### src/rtl/lc3_ctrl_pkg.sv
// Shared types and encodings for the LC-3 instruction-sequencing controller.
package lc3_ctrl_pkg;

    typedef enum logic [4:0] {
        S_HALTED, S_FETCH1, S_FETCH2, S_FETCH3, S_DECODE,
        S_ADD, S_AND, S_NOT, S_BR, S_BR_TAKEN, S_JMP,
        S_JSR, S_JSR_PC, S_JSR_R,
        S_LDR1, S_LDR2, S_LDR3,
        S_STR1, S_STR2, S_STR3,
        S_PAUSE1, S_PAUSE2
    } state_t;

    localparam logic [3:0] OP_BR  = 4'b0000;
    localparam logic [3:0] OP_ADD = 4'b0001;
    localparam logic [3:0] OP_JSR = 4'b0100;
    localparam logic [3:0] OP_AND = 4'b0101;
    localparam logic [3:0] OP_LDR = 4'b0110;
    localparam logic [3:0] OP_STR = 4'b0111;
    localparam logic [3:0] OP_NOT = 4'b1001;
    localparam logic [3:0] OP_JMP = 4'b1100;
    localparam logic [3:0] OP_PSE = 4'b1101;

    localparam logic [1:0] PC_INC  = 2'b00;
    localparam logic [1:0] PC_BUS  = 2'b01;
    localparam logic [1:0] PC_ADDR = 2'b10;

    localparam logic [1:0] A2_ZERO  = 2'b00;
    localparam logic [1:0] A2_OFF6  = 2'b01;
    localparam logic [1:0] A2_OFF9  = 2'b10;
    localparam logic [1:0] A2_OFF11 = 2'b11;

    localparam logic [1:0] ALU_ADD   = 2'b00;
    localparam logic [1:0] ALU_AND   = 2'b01;
    localparam logic [1:0] ALU_NOT   = 2'b10;
    localparam logic [1:0] ALU_PASSA = 2'b11;

endpackage

### src/rtl/lc3_control_fsm_if.sv
// Control bundle between the LC-3 sequencer (master) and the datapath (slave).
interface lc3_control_fsm_if;

    logic       Run, Continue;
    logic [3:0] Opcode;
    logic       IR_5, IR_11, BEN;
    logic       LD_MAR, LD_MDR, LD_IR, LD_PC, LD_BEN, LD_CC, LD_REG;
    logic       GatePC, GateMDR, GateALU, GateMARMUX;
    logic [1:0] PCMUX, ADDR2MUX, ALUK;
    logic       ADDR1MUX, SR1MUX, SR2MUX, DRMUX;
    logic       MIO_EN, Mem_OE, Mem_WE, Paused;

    modport master (
        input  Run, Continue, Opcode, IR_5, IR_11, BEN,
        output LD_MAR, LD_MDR, LD_IR, LD_PC, LD_BEN, LD_CC, LD_REG,
               GatePC, GateMDR, GateALU, GateMARMUX,
               PCMUX, ADDR2MUX, ALUK, ADDR1MUX, SR1MUX, SR2MUX, DRMUX,
               MIO_EN, Mem_OE, Mem_WE, Paused
    );

    modport slave (
        output Run, Continue, Opcode, IR_5, IR_11, BEN,
        input  LD_MAR, LD_MDR, LD_IR, LD_PC, LD_BEN, LD_CC, LD_REG,
               GatePC, GateMDR, GateALU, GateMARMUX,
               PCMUX, ADDR2MUX, ALUK, ADDR1MUX, SR1MUX, SR2MUX, DRMUX,
               MIO_EN, Mem_OE, Mem_WE, Paused
    );

endinterface

### src/rtl/mem_wait_counter.sv
// Memory wait-state counter: runs 0..MEM_WAIT-1 while enabled, self-clears on done.
module mem_wait_counter #(
    parameter int MEM_WAIT = 2
) (
    input  logic clk,
    input  logic rst_n,
    input  logic en,
    output logic done
);

    logic [2:0] count;

    assign done = en && (count == 3'(MEM_WAIT - 1));

    always_ff @(posedge clk or negedge rst_n) begin
        if (!rst_n)
            count <= 3'd0;
        else if (en && !done)
            count <= count + 3'd1;
        else
            count <= 3'd0;
    end

endmodule

### src/rtl/lc3_control_fsm.sv
// LC-3 ISDU: Moore sequencer driving datapath loads, gates, muxes and memory strobes.
module lc3_control_fsm
    import lc3_ctrl_pkg::*;
#(
    parameter int MEM_WAIT = 2
) (
    input  logic Clk,
    input  logic Reset,
    lc3_control_fsm_if.master bus
);

    state_t state, state_next;
    logic   wait_en, wait_done;

    assign wait_en = (state == S_FETCH2) || (state == S_LDR2) || (state == S_STR3);

    mem_wait_counter #(.MEM_WAIT(MEM_WAIT)) u_wait (
        .clk   (Clk),
        .rst_n (Reset),
        .en    (wait_en),
        .done  (wait_done)
    );

    always_ff @(posedge Clk or negedge Reset) begin
        if (!Reset)
            state <= S_HALTED;
        else
            state <= state_next;
    end

    always_comb begin
        state_next     = state;
        bus.LD_MAR     = 1'b0;
        bus.LD_MDR     = 1'b0;
        bus.LD_IR      = 1'b0;
        bus.LD_PC      = 1'b0;
        bus.LD_BEN     = 1'b0;
        bus.LD_CC      = 1'b0;
        bus.LD_REG     = 1'b0;
        bus.GatePC     = 1'b0;
        bus.GateMDR    = 1'b0;
        bus.GateALU    = 1'b0;
        bus.GateMARMUX = 1'b0;
        bus.PCMUX      = PC_INC;
        bus.ADDR2MUX   = A2_ZERO;
        bus.ADDR1MUX   = 1'b0;
        bus.ALUK       = ALU_ADD;
        bus.SR1MUX     = 1'b0;
        bus.SR2MUX     = 1'b0;
        bus.DRMUX      = 1'b0;
        bus.MIO_EN     = 1'b0;
        bus.Mem_OE     = 1'b0;
        bus.Mem_WE     = 1'b0;
        bus.Paused     = 1'b0;

        case (state)
            S_HALTED: if (bus.Run) state_next = S_FETCH1;
            S_FETCH1: begin
                bus.GatePC = 1'b1;
                bus.LD_MAR = 1'b1;
                bus.LD_PC  = 1'b1;
                state_next = S_FETCH2;
            end
            S_FETCH2, S_LDR2: begin
                bus.Mem_OE = 1'b1;
                bus.MIO_EN = 1'b1;
                if (wait_done) begin
                    bus.LD_MDR = 1'b1;
                    state_next = (state == S_FETCH2) ? S_FETCH3 : S_LDR3;
                end
            end
            S_FETCH3: begin
                bus.GateMDR = 1'b1;
                bus.LD_IR   = 1'b1;
                state_next  = S_DECODE;
            end
            S_DECODE: begin
                bus.LD_BEN = 1'b1;
                case (bus.Opcode)
                    OP_ADD:  state_next = S_ADD;
                    OP_AND:  state_next = S_AND;
                    OP_NOT:  state_next = S_NOT;
                    OP_BR:   state_next = S_BR;
                    OP_JMP:  state_next = S_JMP;
                    OP_JSR:  state_next = S_JSR;
                    OP_LDR:  state_next = S_LDR1;
                    OP_STR:  state_next = S_STR1;
                    OP_PSE:  state_next = S_PAUSE1;
                    default: state_next = S_FETCH1;
                endcase
            end
            S_ADD, S_AND, S_NOT: begin
                bus.SR1MUX  = 1'b1;
                bus.SR2MUX  = (state == S_NOT) ? 1'b0 : bus.IR_5;
                bus.ALUK    = (state == S_ADD) ? ALU_ADD : (state == S_AND) ? ALU_AND : ALU_NOT;
                bus.GateALU = 1'b1;
                bus.LD_REG  = 1'b1;
                bus.LD_CC   = 1'b1;
                state_next  = S_FETCH1;
            end
            S_BR: state_next = bus.BEN ? S_BR_TAKEN : S_FETCH1;
            S_BR_TAKEN: begin
                bus.ADDR2MUX = A2_OFF9;
                bus.PCMUX    = PC_ADDR;
                bus.LD_PC    = 1'b1;
                state_next   = S_FETCH1;
            end
            S_JMP: begin
                bus.SR1MUX  = 1'b1;
                bus.ALUK    = ALU_PASSA;
                bus.GateALU = 1'b1;
                bus.PCMUX   = PC_BUS;
                bus.LD_PC   = 1'b1;
                state_next  = S_FETCH1;
            end
            // R7 captures the already-incremented PC before the jump target is loaded
            S_JSR: begin
                bus.GatePC = 1'b1;
                bus.DRMUX  = 1'b1;
                bus.LD_REG = 1'b1;
                state_next = bus.IR_11 ? S_JSR_PC : S_JSR_R;
            end
            S_JSR_PC: begin
                bus.ADDR2MUX = A2_OFF11;
                bus.PCMUX    = PC_ADDR;
                bus.LD_PC    = 1'b1;
                state_next   = S_FETCH1;
            end
            S_JSR_R: begin
                bus.SR1MUX   = 1'b1;
                bus.ADDR1MUX = 1'b1;
                bus.PCMUX    = PC_ADDR;
                bus.LD_PC    = 1'b1;
                state_next   = S_FETCH1;
            end
            S_LDR1, S_STR1: begin
                bus.SR1MUX     = 1'b1;
                bus.ADDR1MUX   = 1'b1;
                bus.ADDR2MUX   = A2_OFF6;
                bus.GateMARMUX = 1'b1;
                bus.LD_MAR     = 1'b1;
                state_next     = (state == S_LDR1) ? S_LDR2 : S_STR2;
            end
            S_LDR3: begin
                bus.GateMDR = 1'b1;
                bus.LD_REG  = 1'b1;
                bus.LD_CC   = 1'b1;
                state_next  = S_FETCH1;
            end
            S_STR2: begin
                bus.ALUK    = ALU_PASSA;
                bus.GateALU = 1'b1;
                bus.LD_MDR  = 1'b1;
                state_next  = S_STR3;
            end
            S_STR3: begin
                bus.Mem_WE = 1'b1;
                if (wait_done) state_next = S_FETCH1;
            end
            // Two pause states make a held Continue resume exactly once
            S_PAUSE1: begin
                bus.Paused = 1'b1;
                if (bus.Continue) state_next = S_PAUSE2;
            end
            S_PAUSE2: begin
                bus.Paused = 1'b1;
                if (!bus.Continue) state_next = S_FETCH1;
            end
            default: state_next = S_HALTED;
        endcase
    end

endmodule

### src/flat_wrapper.sv
// flat-port wrapper written by rule: the top's interface ports become plain ports
module lc3_control_fsm_flat import lc3_ctrl_pkg::*;
#(
    parameter int MEM_WAIT = 2
)
  (Clk, Reset, bus_Run, bus_Continue, bus_Opcode, bus_IR_5, bus_IR_11, bus_BEN, bus_LD_MAR, bus_LD_MDR, bus_LD_IR, bus_LD_PC, bus_LD_BEN, bus_LD_CC, bus_LD_REG, bus_GatePC, bus_GateMDR, bus_GateALU, bus_GateMARMUX, bus_PCMUX, bus_ADDR2MUX, bus_ALUK, bus_ADDR1MUX, bus_SR1MUX, bus_SR2MUX, bus_DRMUX, bus_MIO_EN, bus_Mem_OE, bus_Mem_WE, bus_Paused);
  lc3_control_fsm_if bus_i ();
  input  logic Clk;
  input  logic Reset;
  input wire logic [$bits(bus_i.Run)-1:0] bus_Run;
  input wire logic [$bits(bus_i.Continue)-1:0] bus_Continue;
  input wire logic [$bits(bus_i.Opcode)-1:0] bus_Opcode;
  input wire logic [$bits(bus_i.IR_5)-1:0] bus_IR_5;
  input wire logic [$bits(bus_i.IR_11)-1:0] bus_IR_11;
  input wire logic [$bits(bus_i.BEN)-1:0] bus_BEN;
  output wire logic [$bits(bus_i.LD_MAR)-1:0] bus_LD_MAR;
  output wire logic [$bits(bus_i.LD_MDR)-1:0] bus_LD_MDR;
  output wire logic [$bits(bus_i.LD_IR)-1:0] bus_LD_IR;
  output wire logic [$bits(bus_i.LD_PC)-1:0] bus_LD_PC;
  output wire logic [$bits(bus_i.LD_BEN)-1:0] bus_LD_BEN;
  output wire logic [$bits(bus_i.LD_CC)-1:0] bus_LD_CC;
  output wire logic [$bits(bus_i.LD_REG)-1:0] bus_LD_REG;
  output wire logic [$bits(bus_i.GatePC)-1:0] bus_GatePC;
  output wire logic [$bits(bus_i.GateMDR)-1:0] bus_GateMDR;
  output wire logic [$bits(bus_i.GateALU)-1:0] bus_GateALU;
  output wire logic [$bits(bus_i.GateMARMUX)-1:0] bus_GateMARMUX;
  output wire logic [$bits(bus_i.PCMUX)-1:0] bus_PCMUX;
  output wire logic [$bits(bus_i.ADDR2MUX)-1:0] bus_ADDR2MUX;
  output wire logic [$bits(bus_i.ALUK)-1:0] bus_ALUK;
  output wire logic [$bits(bus_i.ADDR1MUX)-1:0] bus_ADDR1MUX;
  output wire logic [$bits(bus_i.SR1MUX)-1:0] bus_SR1MUX;
  output wire logic [$bits(bus_i.SR2MUX)-1:0] bus_SR2MUX;
  output wire logic [$bits(bus_i.DRMUX)-1:0] bus_DRMUX;
  output wire logic [$bits(bus_i.MIO_EN)-1:0] bus_MIO_EN;
  output wire logic [$bits(bus_i.Mem_OE)-1:0] bus_Mem_OE;
  output wire logic [$bits(bus_i.Mem_WE)-1:0] bus_Mem_WE;
  output wire logic [$bits(bus_i.Paused)-1:0] bus_Paused;
  assign bus_i.Run = bus_Run;
  assign bus_i.Continue = bus_Continue;
  assign bus_i.Opcode = bus_Opcode;
  assign bus_i.IR_5 = bus_IR_5;
  assign bus_i.IR_11 = bus_IR_11;
  assign bus_i.BEN = bus_BEN;
  assign bus_LD_MAR = bus_i.LD_MAR;
  assign bus_LD_MDR = bus_i.LD_MDR;
  assign bus_LD_IR = bus_i.LD_IR;
  assign bus_LD_PC = bus_i.LD_PC;
  assign bus_LD_BEN = bus_i.LD_BEN;
  assign bus_LD_CC = bus_i.LD_CC;
  assign bus_LD_REG = bus_i.LD_REG;
  assign bus_GatePC = bus_i.GatePC;
  assign bus_GateMDR = bus_i.GateMDR;
  assign bus_GateALU = bus_i.GateALU;
  assign bus_GateMARMUX = bus_i.GateMARMUX;
  assign bus_PCMUX = bus_i.PCMUX;
  assign bus_ADDR2MUX = bus_i.ADDR2MUX;
  assign bus_ALUK = bus_i.ALUK;
  assign bus_ADDR1MUX = bus_i.ADDR1MUX;
  assign bus_SR1MUX = bus_i.SR1MUX;
  assign bus_SR2MUX = bus_i.SR2MUX;
  assign bus_DRMUX = bus_i.DRMUX;
  assign bus_MIO_EN = bus_i.MIO_EN;
  assign bus_Mem_OE = bus_i.Mem_OE;
  assign bus_Mem_WE = bus_i.Mem_WE;
  assign bus_Paused = bus_i.Paused;
  lc3_control_fsm #(.MEM_WAIT(MEM_WAIT)) u_core (.Clk(Clk), .Reset(Reset), .bus(bus_i));
endmodule
### config.mk
export PLATFORM = sky130hd
export DESIGN_NAME = lc3_control_fsm_flat
export DESIGN_NICKNAME = d
export VERILOG_FILES = /design/src/rtl/lc3_ctrl_pkg.sv /design/src/rtl/lc3_control_fsm_if.sv /design/src/rtl/mem_wait_counter.sv /design/src/rtl/lc3_control_fsm.sv /design/src/flat_wrapper.sv
export SDC_FILE = /design/constraint.sdc
export NUM_CORES = 1
export LEC_CHECK = 0
export CORE_MARGIN = 2
export CORE_UTILIZATION = 29
export DETAILED_ROUTE_END_ITERATION = 7
export PLACE_DENSITY = 0.54
export RECOVER_POWER = 50
export SETUP_SLACK_MARGIN = 0.3
export SLEW_MARGIN = 20
export SYNTH_ARGS = -nofsm -noshare
export SYNTH_HDL_FRONTEND = slang
export SYNTH_SLANG_ARGS = --single-unit
### constraint.sdc
create_clock -name Clk -period 4.55 [get_ports Clk]
set_input_delay 0.455 -clock Clk [delete_from_list [all_inputs] [get_ports Clk]]
set_output_delay 0.455 -clock Clk [all_outputs]
set_load 0.01 [all_outputs]
==> results of run 1 <==
path summary, 6_finish.rpt:
kind / to / slack [ns] / cells after the start
setup / recovery: bus_ALUK[1] / 1.52 / 5
setup reg to reg: u_core.state[0]$_DFFE_PN0P_ / 2.18 / 4
hold / removal: u_core.u_wait.count[0]$_DFF_PN0_ / 0.47 / 1
hold reg to reg: u_core.u_wait.count[0]$_DFF_PN0_ / 0.47 / 1
max in group asynchronous: u_core.state[1]$_DFFE_PN0P_ / 3.72 / 1
min in group asynchronous: u_core.u_wait.count[2]$_DFF_PN0_ / 0.57 / 1
power by group:
part / internal [uW] / switching (uW)
Sequential: 92.3 / 121
Clock: 57.2 / 27.5
Combinational: 295 / 288
Total: 444 / 437
synthesized netlist by cell type (3+ instances only):
| cell type | number | area [sq um] |
|---|---|---|
| nor2_1 | 26 | 97.59 |
| nand2_1 | 13 | 48.80 |
| o21ai_0 | 10 | 50.05 |
| a21oi_1 | 9 | 45.04 |
| dfrtp_1 | 8 | 200.2 |
| nand2b_1 | 8 | 50.05 |
| nand3_1 | 8 | 40.04 |
| nor2b_1 | 8 | 50.05 |
| buf_2 | 7 | 35.03 |
| ha_1 | 7 | 87.58 |
| inv_1 | 6 | 22.52 |
| nor3_1 | 5 | 25.02 |
| a22oi_1 | 3 | 22.52 |
| buf_1 | 3 | 11.26 |
| buf_6 | 3 | 33.78 |
| xnor2_1 | 3 | 26.28 |
critical path: cells and delay by family (launching register included):
family,cells,cell delay (ns)
flops,1,0.97
buf+inv,1,0.55
simple gates,2,0.34
mux,1,0.32
compound gates,1,0.17
layout make-up:
| class | count | area, sq um |
|---|---|---|
| Clock buffer | 3 | 41.29 |
| Fill cell | 418 | 2471 |
| Inverter | 6 | 22.52 |
| Multi-Input combinational cell | 140 | 880.8 |
| Sequential cell | 8 | 200.2 |
| Tap cell | 50 | 62.56 |
| Timing Repair Buffer | 35 | 350.3 |
metrics by stage:
stage / worst slack [ns] / instance area (sq um) / std cells / hold slack (ns) / total power (uW)
after floorplan: 2.531 / 1227 / 170 / 0.1594 / 631.1
after global placement: 1.782 / 1541 / 239 / 0.4518 / 822.4
after detailed placement: 1.734 / 1541 / 239 / 0.4670 / 828.2
after CTS: 1.490 / 1583 / 242 / 0.4719 / 916.2
after global routing: 1.283 / 1558 / 242 / 0.4989 / 964.6
final: 1.521 / 1558 / 242 / 0.4672 / 881.1
registers in the layout, summed over array words and instances (netlist names):
name and cells:
u_core.state 5, u_core.u_wait.count 3
cells by family after synthesis:
kind of cell	Yosys count	share of synthesized area [%]
xor+xnor	4	2.855
compound gates	47	28.03
simple gates	78	31.91
mux	4	3.873
buf+inv	22	9.887
fa+ha+maj	7	7.135
flops	8	16.31
per-layer routing:
metal / vias to the layer above / wire, um
met3: 5 / 183
li1: 641 / -
met5: - / 0
met4: 0 / 48
met2: 37 / 1648
met1: 613 / 1456
==> metrics.md, run 1 <==
| Metric | Value |
|---|---|
| Req. time, crit path | `roughly 4 ns` |
| Worst min path class | `reg -> reg` |
| Final ANT Viol Nets | `0` |
| Total Routing Usage GR | `14.88%` |
| Primary FF master, synth | `dfrtp_1` |
| RSZ-0062 raised after global routing | `false` |
| Quantity of I/O buffers inserted on ports | `35` |
| Routed wire length | `approximately 3300 um` |
| Via count | `1296` |
| Layer with the highest usage | `met2` |
| Yosys cell types | `50` |
| Commonest non-fill, non-tap cell in the layout | `clkdlybuf4s50_1` |
| CP startpoint | `u_core.state[0]$_DFFE_PN0P_` |
| Routing usage on met2 | `between 20% and 30%` |
| Post-synth EDFFs | `0` |
| Vias per inst | `roughly 5.4` |
| GP Congestion | `0.8467` |
| Worst skew pair latency | `between 0.2 and 0.25 ns` |
| CP Max Fanout | `33` |
| Final Setup Violations | `0` |
| CTS clk-pin slew, worst paths | `about 0.04 ns` |
| Outcome | `finished, final reports clean` |
| Setup Fix Bufs, Post-CTS | `0` |
| Fin Setup TNS | `0 ns` |
| Post-Route Utilization | `38.66%` |
| Syn_nets | `roughly 190` |
| GR Layer Usage met3 | `between 2 and 2.5%` |
| Synthesis-to-layout area growth | `26.91%` |
| Slowest cell on crit path | `dfrtp_1` |
| Syn_area_per_cell | `7.220 sq um` |
| Initial Utilization | `30.47%` |
| Critical path cell sequence | `nand2b_1 -> mux2_2 -> o32a_1 -> nor2_1 -> clkdlybuf4s50_1` |
| Vias in the first global route | `1343` |
| Grt met1 use | `a little under a fifth` |
| Nets@finish | `about 210` |
| Total of max-cap violations | `0` |
| Largest net degree at the start of global routing | `34` |
| Number of CTS-inserted buffers | `3` |
| Post-CTS sizing | `0` |
| Die area | `about 4800 sq um` |
| Critical Path Start Type | `register` |
| FFs w/ async S/R, synth | `100.0%` |
| Worst Path Class, Setup | `reg -> out` |
| Layout cell share with drive strength beyond 1 | `under 10%` |
| CTS tree | `yes` |
| First-pass GRT wire length | `approximately 6100 um` |
| H-tree depth | `1` |
| Std cell rows | `23` |
| Crit-path max cell delay | `between 0.9 and 1 ns` |
| I/O pin count | `36` |
| F_max | `between 300 and 400 MHz` |
| Post-CTS Hold Buffers | `0` |
| Antenna violations before repair | `0` |
| Total number of yosys warnings | `0` |
| Leakage | `approximately 0.00065 uW` |
| Final Skew | `roughly 0.0016 ns` |
| Sequential share of the synthesized area | `16.31%` |
| Rel. slew slack | `35.47%` |
| Max clock buf depth | `2` |
| GRT overflow | `0` |
| R2r startpoint | `u_core.state[0]$_DFFE_PN0P_` |
| ANT cells | `0` |
| P per Cell Area | `~570 nW/um^2` |
| Min Tclk post-route | `~3.0 ns` |
| Fin. Hold Viols | `0` |
| CTS root buffer | `clkbuf_8` |
| DRC errors left | `0` |
| Iter 0 DRT Violations | `88` |
| Hpwl dp | `2513 um` |
| Critical path data arrival time | `roughly 2.6 ns` |
| Netlist Area Pre-Place | `~1200 sq um` |
| Die width | `~69 um` |
| CTS Sinks | `8` |
| WL/cell | `~14 um` |
| Syn Inst Count | `between 150 and 200` |
| Worst-margin pin slew | `around 0.97 ns` |
| Most frequent cells in the layout | `clkdlybuf4s50_1, nor2_1, nand2_1` |
| Tcrit/Tclk final | `approximately two thirds` |
| Hold path start | `u_core.u_wait.count[0]$_DFF_PN0_` |
| Die height | `slightly below 70 um` |
| Core footprint | `a little over 4000 sq um` |
| Crit. End Element | `output port` |
| Yosys reg bits | `8` |
| VDD IR-drop max | `0.1614 mV` |
| Slew Viols, Final | `0` |
| DR pass1 iterations | `4` |
Note: power is estimated with default switching activity, not from simulation.
==> inputs of run 2 (changes only) <==
==> constraint.sdc (replaced) <==
create_clock -name Clk -period 3.1 [get_ports Clk]
set_input_delay 0.31 -clock Clk [delete_from_list [all_inputs] [get_ports Clk]]
set_output_delay 0.31 -clock Clk [all_outputs]
set_load 0.01 [all_outputs]
==> metrics.md, run 2 (synthesized netlist as in run 1, its figures left out) <==
| Metric | Value |
|---|---|
| Outcome | `finished, final reports clean (unchanged)` |
| Slew Viols, Final | `0 (unchanged)` |
| Tcrit/Tclk final | `between 80% and 90%` |
| Quantity of I/O buffers inserted on ports | `35 (unchanged)` |
| CTS Sinks | `8 (unchanged)` |
| DR pass1 iterations | `4 (unchanged)` |
| Max clock buf depth | `2 (unchanged)` |
| Vias in the first global route | `1265 (was 1343)` |
| CTS tree | `yes (unchanged)` |
| Most frequent cells in the layout | `clkdlybuf4s50_1, nor2_1, nand2_1 (unchanged)` |
| DRC errors left | `0 (unchanged)` |
| Worst Path Class, Setup | `reg -> out (unchanged)` |
| GP Congestion | `0.8288 (was 0.8467)` |
| Post-CTS sizing | `0 (unchanged)` |
| Largest net degree at the start of global routing | `33 (was 34)` |
| H-tree depth | `1 (unchanged)` |
| P per Cell Area | `827.9 nW/um^2 (was 565.6 nW/um^2)` |
| Critical path cell sequence | `buf_4 -> nand2b_1 -> mux2_2 -> o32a_1 -> nor2_1 -> clkdlybuf4s50_1 (was nand2b_1 -> mux2_2 -> o32a_1 -> nor2_1 -> clkdlybuf4s50_1)` |
| Std cell rows | `23 (unchanged)` |
| Final Setup Violations | `0 (unchanged)` |
| Iter 0 DRT Violations | `82 (was 88)` |
| Core footprint | `4029 sq um (unchanged)` |
| Number of CTS-inserted buffers | `3 (unchanged)` |
| Fin. Hold Viols | `0 (unchanged)` |
| Combinational fraction of design power | `72.8% (was 66.2%)` |
| Commonest non-fill, non-tap cell in the layout | `clkdlybuf4s50_1 (unchanged)` |
| CP Max Fanout | `14 (was 33)` |
| Routed wire length | `3453 um (was 3338 um)` |
| Antenna violations before repair | `0 (unchanged)` |
| Hpwl dp | `2625 um (was 2513 um)` |
| Initial Utilization | `30.47% (unchanged)` |
| Total Routing Usage GR | `15.00% (was 14.88%)` |
| Largest register by flop count | `u_core.state (unchanged)` |
| Final non-filler cell total | `245 (was 242)` |
| Worst skew pair latency | `0.22 ns (was 0.23 ns)` |
| Via count | `1274 (was 1296)` |
| CP startpoint | `u_core.state[4]$_DFFE_PN0P_ (was u_core.state[0]$_DFFE_PN0P_)` |
| Die width | `69.06 um (unchanged)` |
| First-pass GRT wire length | `6051 um (was 6113 um)` |
| Met3 wire length | `144 um (was 183 um)` |
| Setup Fix Bufs, Post-CTS | `0 (unchanged)` |
| Crit path to | `bus_ALUK[1] (unchanged)` |
| Vias per inst | `5.200 (was 5.355)` |
| Top sig layer | `met4 (unchanged)` |
| Final Skew | `0.002465 ns (was 0.001590 ns)` |
| Met2 wire len | `1665 um (was 1648 um)` |
| P_int | `658.4 uW (was 444.4 uW)` |
| Rel. slew slack | `66.09% (was 35.47%)` |
| M1 WL | `1621 um (was 1456 um)` |
| Slowest cell on crit path | `dfrtp_1 (unchanged)` |
| RR Endpoint | `u_core.state[0]$_DFFE_PN0P_ (unchanged)` |
| Leakage | `0.0006532 uW (was 0.0006533 uW)` |
| Total of max-cap violations | `0 (unchanged)` |
| Req. time, crit path | `2.79 ns (was 4.09 ns)` |
| Layout cell share with drive strength beyond 1 | `7.179% (was 5.729%)` |
| VDD IR-drop max | `0.2330 mV (was 0.1614 mV)` |
| I/O pin count | `36 (unchanged)` |
| Switching pwr | `643.6 uW (was 436.7 uW)` |
| Synthesis-to-layout area growth | `28.13% (was 26.91%)` |
| WL/cell | `14.09 um (was 13.79 um)` |
| Post-CTS Hold Buffers | `0 (unchanged)` |
| Switching Share | `49.43% (was 49.57%)` |
| Nets@finish | `215 (was 212)` |
| GRT overflow | `0 (unchanged)` |
| Crit path max-delay family | `buffers and inverters (was flip-flops)` |
| CTS clk-pin slew, worst paths | `0.04 ns (about the same)` |
| Die height | `69.06 um (unchanged)` |
| Sequential share of power | `17.9% (was 24.2%)` |
| Worst Path Buf+Inv | `2 (was 1)` |
| R2r startpoint | `u_core.state[2]$_DFFE_PN0P_ (was u_core.state[0]$_DFFE_PN0P_)` |
| Critical Path Start Type | `register (unchanged)` |
| DP Cell Count | `242 (was 239)` |
| Critical path data arrival time | `2.25 ns (was 2.57 ns)` |
| ANT cells | `0 (unchanged)` |
| FF-to-FF setup slack | `1.08 ns (was 2.18 ns)` |
| CTS root buffer | `clkbuf_8 (unchanged)` |
| Clock power share | `9.3% (was 9.6%)` |
| Largest registers | `u_core.state: 5 flops, u_core.u_wait.count: 3 flops (unchanged)` |
| F_max | `~390 MHz` |
| Crit-path max cell delay | `0.65 ns (was 0.97 ns)` |
| Worst path depth | `6 (was 5)` |
| Worst reg-to-reg path cell count | `4 (unchanged)` |
| Fin Setup TNS | `0 ns (unchanged)` |
| Worst-margin pin slew | `0.5087 ns (was 0.9680 ns)` |
| Crit. End Element | `output port (unchanged)` |
| Die area | `4769 sq um (unchanged)` |
| Min Tclk post-route | `approximately 2.6 ns` |
| RSZ-0062 raised after global routing | `false (unchanged)` |
| Worst min path class | `in -> async (was reg -> reg)` |
| Largest register FFs | `5 (unchanged)` |
| Final ANT Viol Nets | `0 (unchanged)` |
==> run 2: cell count changes in the layout (fill, tap and decap cells not counted), sizes merged <==
cell | previous run | this run
buf | 0 | 3
clkdlybuf4s50 | 30 | 31
dlygate4sd3 | 5 | 4
==> run 2: worst min path at each step <==
stage	startpoint	end	slack, ns	cells past startpoint
2_1_floorplan	Reset	u_core.state[0]$_DFFE_PN0P_	0.01	0
3_3_place_gp	u_core.u_wait.count[0]$_DFF_PN0_	u_core.u_wait.count[0]$_DFF_PN0_	0.45	1
3_5_place_dp	u_core.u_wait.count[0]$_DFF_PN0_	u_core.u_wait.count[0]$_DFF_PN0_	0.46	1
4_1_cts	Reset	u_core.state[3]$_DFFE_PN0P_	0.38	1
5_1_grt	Reset	u_core.state[4]$_DFFE_PN0P_	0.45	1
6_report	Reset	u_core.state[4]$_DFFE_PN0P_	0.44	1
==> run 2: area by class of cell <==
class                           instances  area [sq um]
Clock buffer                            3         41.29
Fill cell                             434          2456
Inverter                                6         22.52
Multi-Input combinational cell        140         870.8
Sequential cell                         8         202.7
Tap cell                               50         62.56
Timing Repair Buffer                   38         372.9
==> run 2: stage by stage <==
step | area (sq um) | hold slack (ns) | total power [uW] | util [%] | setup WS [ns]
2_1_floorplan | 1227 | 0.01441 | 926.3 | - | 1.226
4_1_cts | 1605 | 0.3763 | 1370 | 39.84 | 0.4347
3_3_place_gp | 1564 | 0.4511 | 1240 | 38.82 | 0.6696
5_1_grt | 1573 | 0.4544 | 1430 | 39.04 | 0.3956
6_report | 1573 | 0.4423 | 1302 | 39.04 | 0.5442
3_5_place_dp | 1564 | 0.4648 | 1245 | 38.82 | 0.6677
==> run 2: routing by layer <==
layer  global-route usage [%]  up-vias
met5                        0        -
met1                    21.09      592
li1                         -      647
met4                    4.139        0
met3                    1.023        2
met2                    24.68       33
==> run 2: power by group through the flow <==
stage / registers [uW] / logic (uW) / clock network (uW)
after CTS: 233 / 1010 / 124
after floorplan: 155 / 771 / 0
after global placement: 234 / 1010 / 0
after detailed placement: 235 / 1010 / 0
after global routing: 246 / 1050 / 134
final: 233 / 948 / 121
==> inputs of run 3 (changes only) <==
==> constraint.sdc (replaced) <==
create_clock -name Clk -period 2.5 [get_ports Clk]
set_input_delay 0.25 -clock Clk [delete_from_list [all_inputs] [get_ports Clk]]
set_output_delay 0.25 -clock Clk [all_outputs]
set_load 0.01 [all_outputs]
==> metrics.md, run 3 (synthesized netlist as in run 1, its figures left out) <==
| Metric | Value |
|---|---|
| Outcome | `finished, final reports clean (unchanged)` |
| Die height | `69.06 um (unchanged)` |
| First-pass GRT wire length | `6175 um (was 6051 um)` |
| CTS clk-pin slew, worst paths | `0.04 ns (about the same)` |
| Total Routing Usage GR | `15.34% (was 15.00%)` |
| Via count | `1397 (was 1274)` |
| Worst skew pair latency | `0.22 ns (about the same)` |
| Largest register FFs | `5 (unchanged)` |
| Worst-margin pin slew | `0.5265 ns (was 0.5087 ns)` |
| RR Endpoint | `u_core.state[0]$_DFFE_PN0P_ (unchanged)` |
| Fin Setup TNS | `0 ns (unchanged)` |
| Hpwl dp | `2731 um (was 2625 um)` |
| Req. time, crit path | `2.25 ns (was 2.79 ns)` |
| Vias per inst | `5.272 (was 5.200)` |
| Rel. slew slack | `64.90% (was 66.09%)` |
| CP Max Fanout | `11 (was 14)` |
| CTS Sinks | `8 (unchanged)` |
| R2r startpoint | `u_core.state[4]$_DFFE_PN0P_ (was u_core.state[2]$_DFFE_PN0P_)` |
| Number of CTS-inserted buffers | `3 (unchanged)` |
| Most frequent cells in the layout | `nor2_1, clkdlybuf4s50_1, buf_4 (was clkdlybuf4s50_1, nor2_1, nand2_1)` |
| Crit path to | `bus_ADDR1MUX (was bus_ALUK[1])` |
| Critical Path Start Type | `register (unchanged)` |
| CP startpoint | `u_core.state[0]$_DFFE_PN0P_ (was u_core.state[4]$_DFFE_PN0P_)` |
| Die width | `69.06 um (unchanged)` |
| Worst Path Class, Setup | `reg -> out (unchanged)` |
| I/O pin count | `36 (unchanged)` |
| Post-Route Utilization | `43.88% (was 39.04%)` |
| Largest registers | `u_core.state: 5 flops, u_core.u_wait.count: 3 flops (unchanged)` |
| Total of max-cap violations | `0 (unchanged)` |
| Crit. End Element | `output port (unchanged)` |
| Initial Utilization | `30.47% (unchanged)` |
| Fin Hold WS | `0.3711 ns (was 0.4423 ns)` |
| Final Setup Violations | `0 (unchanged)` |
| Leakage | `0.0008565 uW (was 0.0006532 uW)` |
| Nets@finish | `235 (was 215)` |
| Reg area | `203.9 sq um (was 202.7 sq um)` |
| H-tree depth | `1 (unchanged)` |
| Max clock buf depth | `2 (unchanged)` |
| DRC errors left | `0 (unchanged)` |
| Layout cell share with drive strength beyond 1 | `18.60% (was 7.179%)` |
| RSZ-0062 raised after global routing | `false (unchanged)` |
| Critical path data arrival time | `1.93 ns (was 2.25 ns)` |
| Synthesis-to-layout area growth | `44.04% (was 28.13%)` |
| Antenna violations before repair | `0 (unchanged)` |
| Largest net degree at the start of global routing | `18 (was 33)` |
| Vias in the first global route | `1302 (was 1265)` |
| GRT overflow | `0 (unchanged)` |
| Fillcell total | `402 (was 434)` |
| Core footprint | `4029 sq um (unchanged)` |
| Final ANT Viol Nets | `0 (unchanged)` |
| VDD IR-drop max | `0.2940 mV (was 0.2330 mV)` |
| Std cell rows | `23 (unchanged)` |
| Tcrit/Tclk final | `roughly 87%` |
| CTS tree | `yes (unchanged)` |
| Worst reg-to-reg path cell count | `5 (was 4)` |
| Worst min path class | `in -> async (unchanged)` |
| Slew Viols, Final | `0 (unchanged)` |
| DR pass1 iterations | `4 (unchanged)` |
| Multi-input gate area | `897.1 sq um (was 870.8 sq um)` |
| Die area | `4769 sq um (unchanged)` |
| CTS root buffer | `clkbuf_8 (unchanged)` |
| Post-CTS Hold Buffers | `0 (unchanged)` |
| GP Congestion | `0.8758 (was 0.8288)` |
| Fin. Hold Viols | `0 (unchanged)` |
| Quantity of I/O buffers inserted on ports | `35 (unchanged)` |
| Power, Total | `1867 uW (was 1302 uW)` |
| WL/cell | `14.31 um (was 14.09 um)` |
| F_max | `458.7 MHz` |
| Largest register by flop count | `u_core.state (unchanged)` |
| Final Skew | `0.001501 ns (was 0.002465 ns)` |
| ANT cells | `0 (unchanged)` |
| Min Tclk post-route | `between 2 and 2.5 ns` |
| FF-to-FF setup slack | `0.47 ns (was 1.08 ns)` |
| Routed wire length | `3791 um (was 3453 um)` |
| Commonest non-fill, non-tap cell in the layout | `nor2_1 (was clkdlybuf4s50_1)` |
| Iter 0 DRT Violations | `117 (was 82)` |
| P per Cell Area | `1056 nW/um^2 (was 827.9 nW/um^2)` |
## run 3: cell types whose count changed in the layout (fill, tap and decap cells not counted), moves of 2 or more
cell             previous run  this run
dlygate4sd3_1               4         2
nor2b_4                     0         2
dlygate4sd2_1               0         4
clkdlybuf4s50_1            31        23
buf_4                       3        20
dlymetal6s2s_1              0         5
## run 3: cell type report
cell class / count / area share (%)
flip-flops and latches: 8 / 11.54
multi-input cells: 140 / 50.74
clock buffers: 3 / 2.335
inverters: 6 / 1.415
repair buffers: 58 / 30.43
well taps: 50 / 3.539
## run 3: worst min path at each step
stage	end	slack, ns	depth (start not counted)	start
2_1_floorplan	u_core.state[0]$_DFFE_PN0P_	-0.05	0	Reset
3_3_place_gp	u_core.u_wait.count[0]$_DFF_PN0_	0.45	1	u_core.u_wait.count[0]$_DFF_PN0_
3_5_place_dp	u_core.u_wait.count[0]$_DFF_PN0_	0.46	1	u_core.u_wait.count[0]$_DFF_PN0_
4_1_cts	u_core.state[1]$_DFFE_PN0P_	0.31	1	Reset
5_1_grt	u_core.u_wait.count[0]$_DFF_PN0_	0.40	1	Reset
6_report	u_core.state[4]$_DFFE_PN0P_	0.37	1	Reset
## run 3: per-stage QoR
stage,instance area [sq um],worst slack [ns],std cells
finish,1768,0.3198,265
detailed placement,1617,0.2800,249
global placement,1617,0.2959,249
floorplan,1227,0.6861,170
global route,1768,0.2355,265
CTS,1748,0.3147,260
## run 3: per-layer routing
metal | wire length (um) | up-vias | global-route usage, %
li1 | - | 689 | -
met1 | 1646 | 655 | 20.12
met2 | 1863 | 48 | 26.28
met3 | 243 | 5 | 1.901
met4 | 38 | 0 | 4.357
met5 | 0 | - | 0
## run 3: critical path, cell delays in order (launching register included)
cell and delay (ns):
dfrtp_1 0.45, buf_4 0.21, nand2b_1 0.23, nand2_2 0.12
nand3_1 0.09, nand2_1 0.07, clkdlybuf4s50_1 0.53
## run 3: power breakdown
part / internal, uW / switching [uW]
Sequential: 176 / 78.4
Clock: 104 / 47.1
Combinational: 711 / 751
## run 3: timing repair
action,in CTS,in global routing
resized for setup,15,15
endpoints found under the setup margin,23,15
setup buffers,8,5
